[config.mk]
export PLATFORM = sky130hd
export DESIGN_NAME = decimation_enable_scheduler
export DESIGN_NICKNAME = d
export VERILOG_FILES = /design/src/rtl/decimation_enable_scheduler.sv
export SDC_FILE = /design/constraint.sdc
export NUM_CORES = 1
export LEC_CHECK = 0
export CAP_MARGIN = 20
export CORE_ASPECT_RATIO = 0.9
export CORE_MARGIN = 2
export CORE_UTILIZATION = 44
export DETAILED_ROUTE_END_ITERATION = 8
export PLACE_DENSITY_LB_ADDON = 0.05
export SETUP_SLACK_MARGIN = 0.1
export SLEW_MARGIN = 20
export SYNTH_ARGS = -nofsm -noshare
export SYNTH_HDL_FRONTEND = slang
export SYNTH_SLANG_ARGS = --single-unit
[constraint.sdc]
create_clock -name clk -period 5.3 [get_ports clk]
set_input_delay 0.53 -clock clk [delete_from_list [all_inputs] [get_ports clk]]
set_output_delay 0.53 -clock clk [all_outputs]
set_load 0.05 [all_outputs]
[src/rtl/decimation_enable_scheduler.sv]
// Enable scheduler for a two-stage decimation chain running on one fast clock.
// Stage-1 pulses every active_r1 clk cycles and stage-2 pulses every active_r2
// stage-1 pulses. New ratios are applied only on stage-2 (frame) boundaries
// while running. Stopping drains to the end of the current output frame.
module decimation_enable_scheduler #(
    parameter int CNT_WIDTH  = 8,
    parameter int R1_DEFAULT = 100,
    parameter int R2_DEFAULT = 4
) (
    input  logic                 clk,
    input  logic                 rst,
    input  logic                 run,
    input  logic [CNT_WIDTH-1:0] ratio1,
    input  logic [CNT_WIDTH-1:0] ratio2,
    input  logic                 cfg_load,
    output logic                 cfg_ack,
    output logic                 clk_enable_stage1,
    output logic                 clk_enable_stage2,
    output logic                 busy,
    output logic                 cfg_pending
);

    typedef enum logic [1:0] {
        IDLE  = 2'd0,
        RUN   = 2'd1,
        DRAIN = 2'd2
    } state_t;

    localparam logic [CNT_WIDTH-1:0] ONE    = CNT_WIDTH'(1);
    localparam logic [CNT_WIDTH-1:0] R1_DEF = CNT_WIDTH'(R1_DEFAULT);
    localparam logic [CNT_WIDTH-1:0] R2_DEF = CNT_WIDTH'(R2_DEFAULT);

    state_t               state_q, state_d;
    logic [CNT_WIDTH-1:0] cnt1_q, cnt1_d;
    logic [CNT_WIDTH-1:0] cnt2_q, cnt2_d;
    logic [CNT_WIDTH-1:0] active_r1_q, active_r1_d;
    logic [CNT_WIDTH-1:0] active_r2_q, active_r2_d;
    logic [CNT_WIDTH-1:0] pend_r1_q, pend_r1_d;
    logic [CNT_WIDTH-1:0] pend_r2_q, pend_r2_d;
    logic                 pending_q, pending_d;
    logic                 ack_q, ack_d;

    logic [CNT_WIDTH-1:0] eff_r1;
    logic [CNT_WIDTH-1:0] eff_r2;
    logic                 stage1_hit;
    logic                 stage2_hit;

    // A ratio of zero behaves like one; enables are a decode of registered counters.
    always_comb begin
        eff_r1     = (active_r1_q == '0) ? ONE : active_r1_q;
        eff_r2     = (active_r2_q == '0) ? ONE : active_r2_q;
        stage1_hit = (state_q != IDLE) && (cnt1_q == eff_r1 - ONE);
        stage2_hit = stage1_hit && (cnt2_q == eff_r2 - ONE);
    end

    // Next-state: state sequencing, period counting and config handover.
    always_comb begin
        state_d     = state_q;
        cnt1_d      = cnt1_q;
        cnt2_d      = cnt2_q;
        active_r1_d = active_r1_q;
        active_r2_d = active_r2_q;
        pend_r1_d   = pend_r1_q;
        pend_r2_d   = pend_r2_q;
        pending_d   = pending_q;
        ack_d       = 1'b0;

        case (state_q)
            IDLE: begin
                cnt1_d = '0;
                cnt2_d = '0;
                // Nothing is running, so a load takes effect immediately.
                if (cfg_load) begin
                    active_r1_d = ratio1;
                    active_r2_d = ratio2;
                    ack_d       = 1'b1;
                end
                if (run) begin
                    state_d = RUN;
                end
            end

            RUN, DRAIN: begin
                if (stage1_hit) begin
                    cnt1_d = '0;
                    cnt2_d = stage2_hit ? '0 : cnt2_q + ONE;
                end else begin
                    cnt1_d = cnt1_q + ONE;
                end

                // Only a config already pending before this boundary is applied.
                if (stage2_hit && pending_q) begin
                    active_r1_d = pend_r1_q;
                    active_r2_d = pend_r2_q;
                    pending_d   = 1'b0;
                    ack_d       = 1'b1;
                end

                // A load (even on a boundary) waits for the next boundary.
                if (cfg_load) begin
                    pend_r1_d = ratio1;
                    pend_r2_d = ratio2;
                    pending_d = 1'b1;
                end

                // Re-raising run while draining keeps the frame going untouched,
                // and it wins over drain completion on the same cycle.
                if (state_q == RUN) begin
                    if (!run) begin
                        state_d = DRAIN;
                    end
                end else if (run) begin
                    state_d = RUN;
                end else if (stage2_hit) begin
                    state_d = IDLE;
                end
            end

            default: begin
                state_d = IDLE;
                cnt1_d  = '0;
                cnt2_d  = '0;
            end
        endcase
    end

    // State register with synchronous reset to defaults.
    always_ff @(posedge clk) begin
        if (rst) begin
            state_q     <= IDLE;
            cnt1_q      <= '0;
            cnt2_q      <= '0;
            active_r1_q <= R1_DEF;
            active_r2_q <= R2_DEF;
            pend_r1_q   <= '0;
            pend_r2_q   <= '0;
            pending_q   <= 1'b0;
            ack_q       <= 1'b0;
        end else begin
            state_q     <= state_d;
            cnt1_q      <= cnt1_d;
            cnt2_q      <= cnt2_d;
            active_r1_q <= active_r1_d;
            active_r2_q <= active_r2_d;
            pend_r1_q   <= pend_r1_d;
            pend_r2_q   <= pend_r2_d;
            pending_q   <= pending_d;
            ack_q       <= ack_d;
        end
    end

    // Pulses are suppressed during the reset cycle itself.
    always_comb begin
        clk_enable_stage1 = stage1_hit && !rst;
        clk_enable_stage2 = stage2_hit && !rst;
        cfg_ack           = ack_q && !rst;
        busy              = (state_q != IDLE);
        cfg_pending       = pending_q;
    end

endmodule

# [Yosys cells after proc, flatten, opt, wreduce, memory -nomap -nowiden]
# Index checks and enable logic that the tools add are counted.
[word_totals] register_bits=52 output_inout_bits=5
[classes] n_addsub=4 eq_ne=9 muxes=20 bitwise_logic=1 reduce_logical=20
[op_table] op="$mux 8" count=7
[op_table] op="$pmux 8 s2" count=2
[op_table] op="$add 8x1->8 const B" count=2
[op_table] op="$eq 8x8->1" count=2
[op_table] op="$logic_not 8->1" count=2
[op_table] op="$sub 8x1->8 const B" count=2
[op_table] op="$mux 2" count=5
[op_table] op="$logic_and 1x1->1" count=6
[op_table] op="$ne 2x2->1 const B" count=3
[op_table] op="$reduce_and 3->1" count=2
[op_table] op="$reduce_bool 2->1" count=3
[op_table] op="$mux 1" count=4
[op_table] op="$ne 4x4->1 const B" count=1
[op_table] op="$pmux 2 s2" count=1
[op_table] op="$reduce_and 2->1" count=2
[op_table] op="$reduce_or 2->1" count=2
[op_table] op="$ne 3x3->1 const B" count=1
[op_table] op="$reduce_or 3->1" count=1
[op_table] op="$eq 2x1->1 const B" count=1
[op_table] op="$eq 2x2->1 const B" count=1
[op_table] op="$logic_not 2->1" count=1
[op_table] op="$pmux 1 s2" count=1
[op_table] op="$logic_not 1->1" count=1
[op_table] op="$not 1->1" count=1

# [Longest topological paths before layout]
[depth] ltp_word=10 ltp_mapped=11 ltp_nobuf=10

# [Worst setup path before layout]
# Ideal clock, no wire load.
[synth_timing] path_kind="register to output" from="reg active_r2_q[2]" to="out clk_enable_stage2" arrival_time_ns=2.818 setup_slack_ns=1.952 path_stages_with_launch=10 path_buffers=0 path_cell_list="dfxtp_1 nor4_4 a21oi_2 ha_1 xnor2_1 a311oi_1 nand3_1 a2111oi_4 nand2_4 nor2_1"
[synth_between] elab_chain_len=6
[synth_rtl] element="start: declaration" line_no="37" text="logic [CNT_WIDTH-1:0] active_r2_q, active_r2_d;"
[synth_rtl] element="start signal: assignment" line_no="144" text="active_r2_q <= active_r2_d;"
[synth_rtl] element="$logic_not 8->1" line_no="51" text="eff_r2 = (active_r2_q == '0) ? ONE : active_r2_q;"
[synth_rtl] element="$mux 8 *" line_no="51"
[synth_rtl] element="$sub 8x1->8 *" line_no="53" text="stage2_hit = stage1_hit && (cnt2_q == eff_r2 - ONE);"
[synth_rtl] element="$eq 8x8->1 *" line_no="53"
[synth_rtl] element="$logic_and 1x1->1 *" line_no="53"
[synth_rtl] element="$logic_and 1x1->1 *" line_no="155" text="clk_enable_stage2 = stage2_hit && !rst;"
[synth_rtl] element="end: declaration" line_no="18" text="output logic clk_enable_stage2,"
# Every way passes the cells marked *; elsewhere a longest branch is shown, timed or not.

# [Worst setup path in the final report]
# Same ends and word-level chain as after synthesis.

==> results.toml <==
[worst_setup_path]
crit_path_max_fanout = 8
crit_type = "reg2out"
end_kind = "output pin"
arrival_ns = 3.60
worstRegToRegCells = 10
reg2reg_to = "active_r1_q[0]$_SDFFE_PP0P_"
start_kind = "flop"
r2r_start = "active_r2_q[2]$_SDFFE_PP1P_"
reg2reg_slack_ns = 1.87
critPathRequiredTime_ns = 4.77

[synth]
synth_seq_area_share_pct = 35.4
yosysWarnings = 0
synth-seq-cells = 52
synth_nets = 369
syn_area_um2 = 2940
syn-mean-instance-area_um2 = 8.63
synth-async-reset-ratio_pct = 0
synth_ff_type = "dfxtp_1"
synth_edf_count = 0
synthesis.instances = 341
synth.distinct_cells = 48

[power]
leakagePower_uw = 0.00120
clockPowerShare_pct = 26.8
switching_share_pct = 31.4
intPower_uw = 604
p_seq_share_pct = 49.7
power.density_nw_per_um2 = 266
power_frac_comb_pct = 23.4
switchingPower_uw = 276
ir_drop_uv = 107

[timing]
period_needed_ns = 4.13
fin_hold_ws_ns = 0.458
hold_viol = 0
finalMaxSlewViolations = 0
finalClockSkew_ns = 0.00754
tightest_slew_ns = 0.752
setup_ws_ns = 1.17
setup-tns-final_ns = 0
rsz0062_at_grt = "no"
fin_crit_sh_pct = 78.0
relSlewSlack_pct = 49.4
max_freq_mhz = 242
finalSetupViolCount = 0

[job]
max_cap_viol_count = 0

[route]
viasPerCell = 4.97
drt_wl_total_um = 5820
ant_nets = 0
via_count = 2233
routedWlPerCell_um = 13.0
drtIter0Drc = 82
drc_errors = 0
drt_pre_antenna_iters = 4

[floorplanning]
rows = 28
die_y_um = 81.6
die-area_um2 = 7360
start_util_pct = 45.2
coreArea_um2 = 6520
die_w_um = 90.2
ios = 25

[place]
dpl.hpwl_um = 4120
gp_congestion = 0.836
place_ws_ns = 1.53
port_buffers = 24

[clocking]
holdBufCountCts = 0
clk_latency_ns = 0.31
htree_levels = 2
ctsResizeCount = 0
ctsRootBufferMaster = "clkbuf_8"
clk_pin_slew_ns = 0.10
cts_tree = "yes"
post-cts-setup-buffer-count = 0
cts_buffers = 5
cts_sinks = 52
clockBufferDepth = 2

[final_layout]
finalNetCount = 386
drive_gt1_share_pct = 10.3
layout_common_cells = "52 x dfxtp_1, 39 x nor2_1, 39 x nand2_1"
final_common_cell = "dfxtp_1"
fill_cells = 647
antennaDiodeCount = 0
final_util_pct = 50.9
syn2layout_area_growth_pct = 12.7

[status]
status = "finished clean"

[hold_path]
min_path_type = "reg2reg"
hold_end = "pend_r2_q[5]$_SDFFE_PP0P_"
whs_path_depth = 2
hold_start = "pend_r2_q[5]$_SDFFE_PP0P_"

[global_routing]
antenna_found_initial = 0
grt_pass1_wl_um = 9890
grt_usage_pct = 16.7
grt_pass1_vias = 2016
gr-total-overflow = 0
grt_max_degree = 31
## per-layer routing
metal,up-vias,GRT usage [%],part of all wire [%]
li1,1199,-,-
met1,1006,24.4,55
met2,23,25.0,41
met3,5,3.85,2.9
met4,0,4.15,0.83
met5,-,0,0
## worst max-delay path by stage
stage               cells past startpoint  slack, ns                         from                end
detailed placement                     10       1.53  active_r2_q[2]$_SDFFE_PP1P_  clk_enable_stage2
floorplan                               9       1.95  active_r2_q[2]$_SDFFE_PP1P_  clk_enable_stage2
CTS                                    10       1.16  active_r2_q[2]$_SDFFE_PP1P_  clk_enable_stage2
global placement                       10       1.58  active_r2_q[2]$_SDFFE_PP1P_  clk_enable_stage2
global route                           10       0.84  active_r1_q[3]$_SDFFE_PP0P_  clk_enable_stage2
finish                                 10       1.17  active_r2_q[2]$_SDFFE_PP1P_  clk_enable_stage2
## registers in the layout (all words and copies together), names as in the netlist
register,flops
ack_q,1
active_r1_q,8
active_r2_q,8
cfg_pending,1
cnt1_q,8
cnt2_q,8
pend_r1_q,8
pend_r2_q,8
state_q,2
## power groups by stage
stage          registers (µW)  clock network (µW)  logic [µW]
2_1_floorplan             442                   0         164
3_3_place_gp              446                   0         208
3_5_place_dp              447                   0         209
4_1_cts                   438                 244         209
5_1_grt                   442                 262         230
6_report                  438                 236         206
## cell type report
class | instances | area [µm²] | area share (%)
clock buffers | 6 | 72.6 | 2.19
clock inverters | 2 | 16.3 | 0.490
repair buffers | 25 | 243 | 7.32
flip-flops and latches | 52 | 1040 | 31.4
inverters | 10 | 37.5 | 1.13
multi-input cells | 264 | 1790 | 54.1
well taps | 90 | 113 | 3.39
## synth_stat cells, types with 2 or more instances
| cell | count | area share [%] |
|---|---|---|
| dfxtp_1 | 52 | 35 |
| nand2_1 | 39 | 5.0 |
| nor2_1 | 39 | 5.0 |
| a21oi_1 | 23 | 3.9 |
| xor2_1 | 19 | 5.7 |
| mux2i_1 | 16 | 5.4 |
| nor2b_1 | 16 | 3.4 |
| clkbuf_1 | 14 | 1.8 |
| inv_1 | 10 | 1.3 |
| nor3_1 | 9 | 1.5 |
| xnor2_1 | 9 | 2.7 |
| ha_1 | 8 | 3.4 |
| nand3_1 | 8 | 1.4 |
| mux2_2 | 7 | 2.7 |
| a211oi_1 | 6 | 1.5 |
| mux2_4 | 6 | 3.1 |
| or2_2 | 6 | 1.3 |
| nand2b_1 | 5 | 1.1 |
| and3_1 | 4 | 0.85 |
| nand3b_1 | 4 | 1.0 |
| nand4_1 | 4 | 0.85 |
| nor3b_1 | 3 | 0.77 |
| o21ai_0 | 3 | 0.51 |
| a211o_1 | 2 | 0.60 |
| a31oi_1 | 2 | 0.43 |
| and2_1 | 2 | 0.43 |
| nor4_1 | 2 | 0.43 |
| or2b_1 | 2 | 0.51 |
| or3_1 | 2 | 0.43 |
## kinds of logic after synthesis
group / Yosys count / share of synthesized area [%]
flops: 52 / 35.4
compound gates: 47 / 11.3
xor+xnor: 28 / 8.33
mux: 29 / 11.2
simple gates: 152 / 26.7
fa+ha+maj: 8 / 3.40
buf+inv: 25 / 3.74
## worst max-delay path: stages, from the launching register on
cell,delay [ns]
dfxtp_1,0.40
nor4_4,0.42
a21oi_2,0.12
ha_1,0.32
xnor2_1,0.13
a311oi_1,0.20
nand3_1,0.15
a2111oi_4,0.44
nand2_4,0.15
nor2_1,0.14
clkdlybuf4s50_1,0.81
## metrics by stage
step	instance area [µm²]	instances	total power, µW
after floorplan	2940	341	606
after global placement	3230	441	655
after detailed placement	3230	441	656
after CTS	3310	449	891
after global routing	3320	449	934
final	3320	449	881
(Power assumes the default switching activity.)
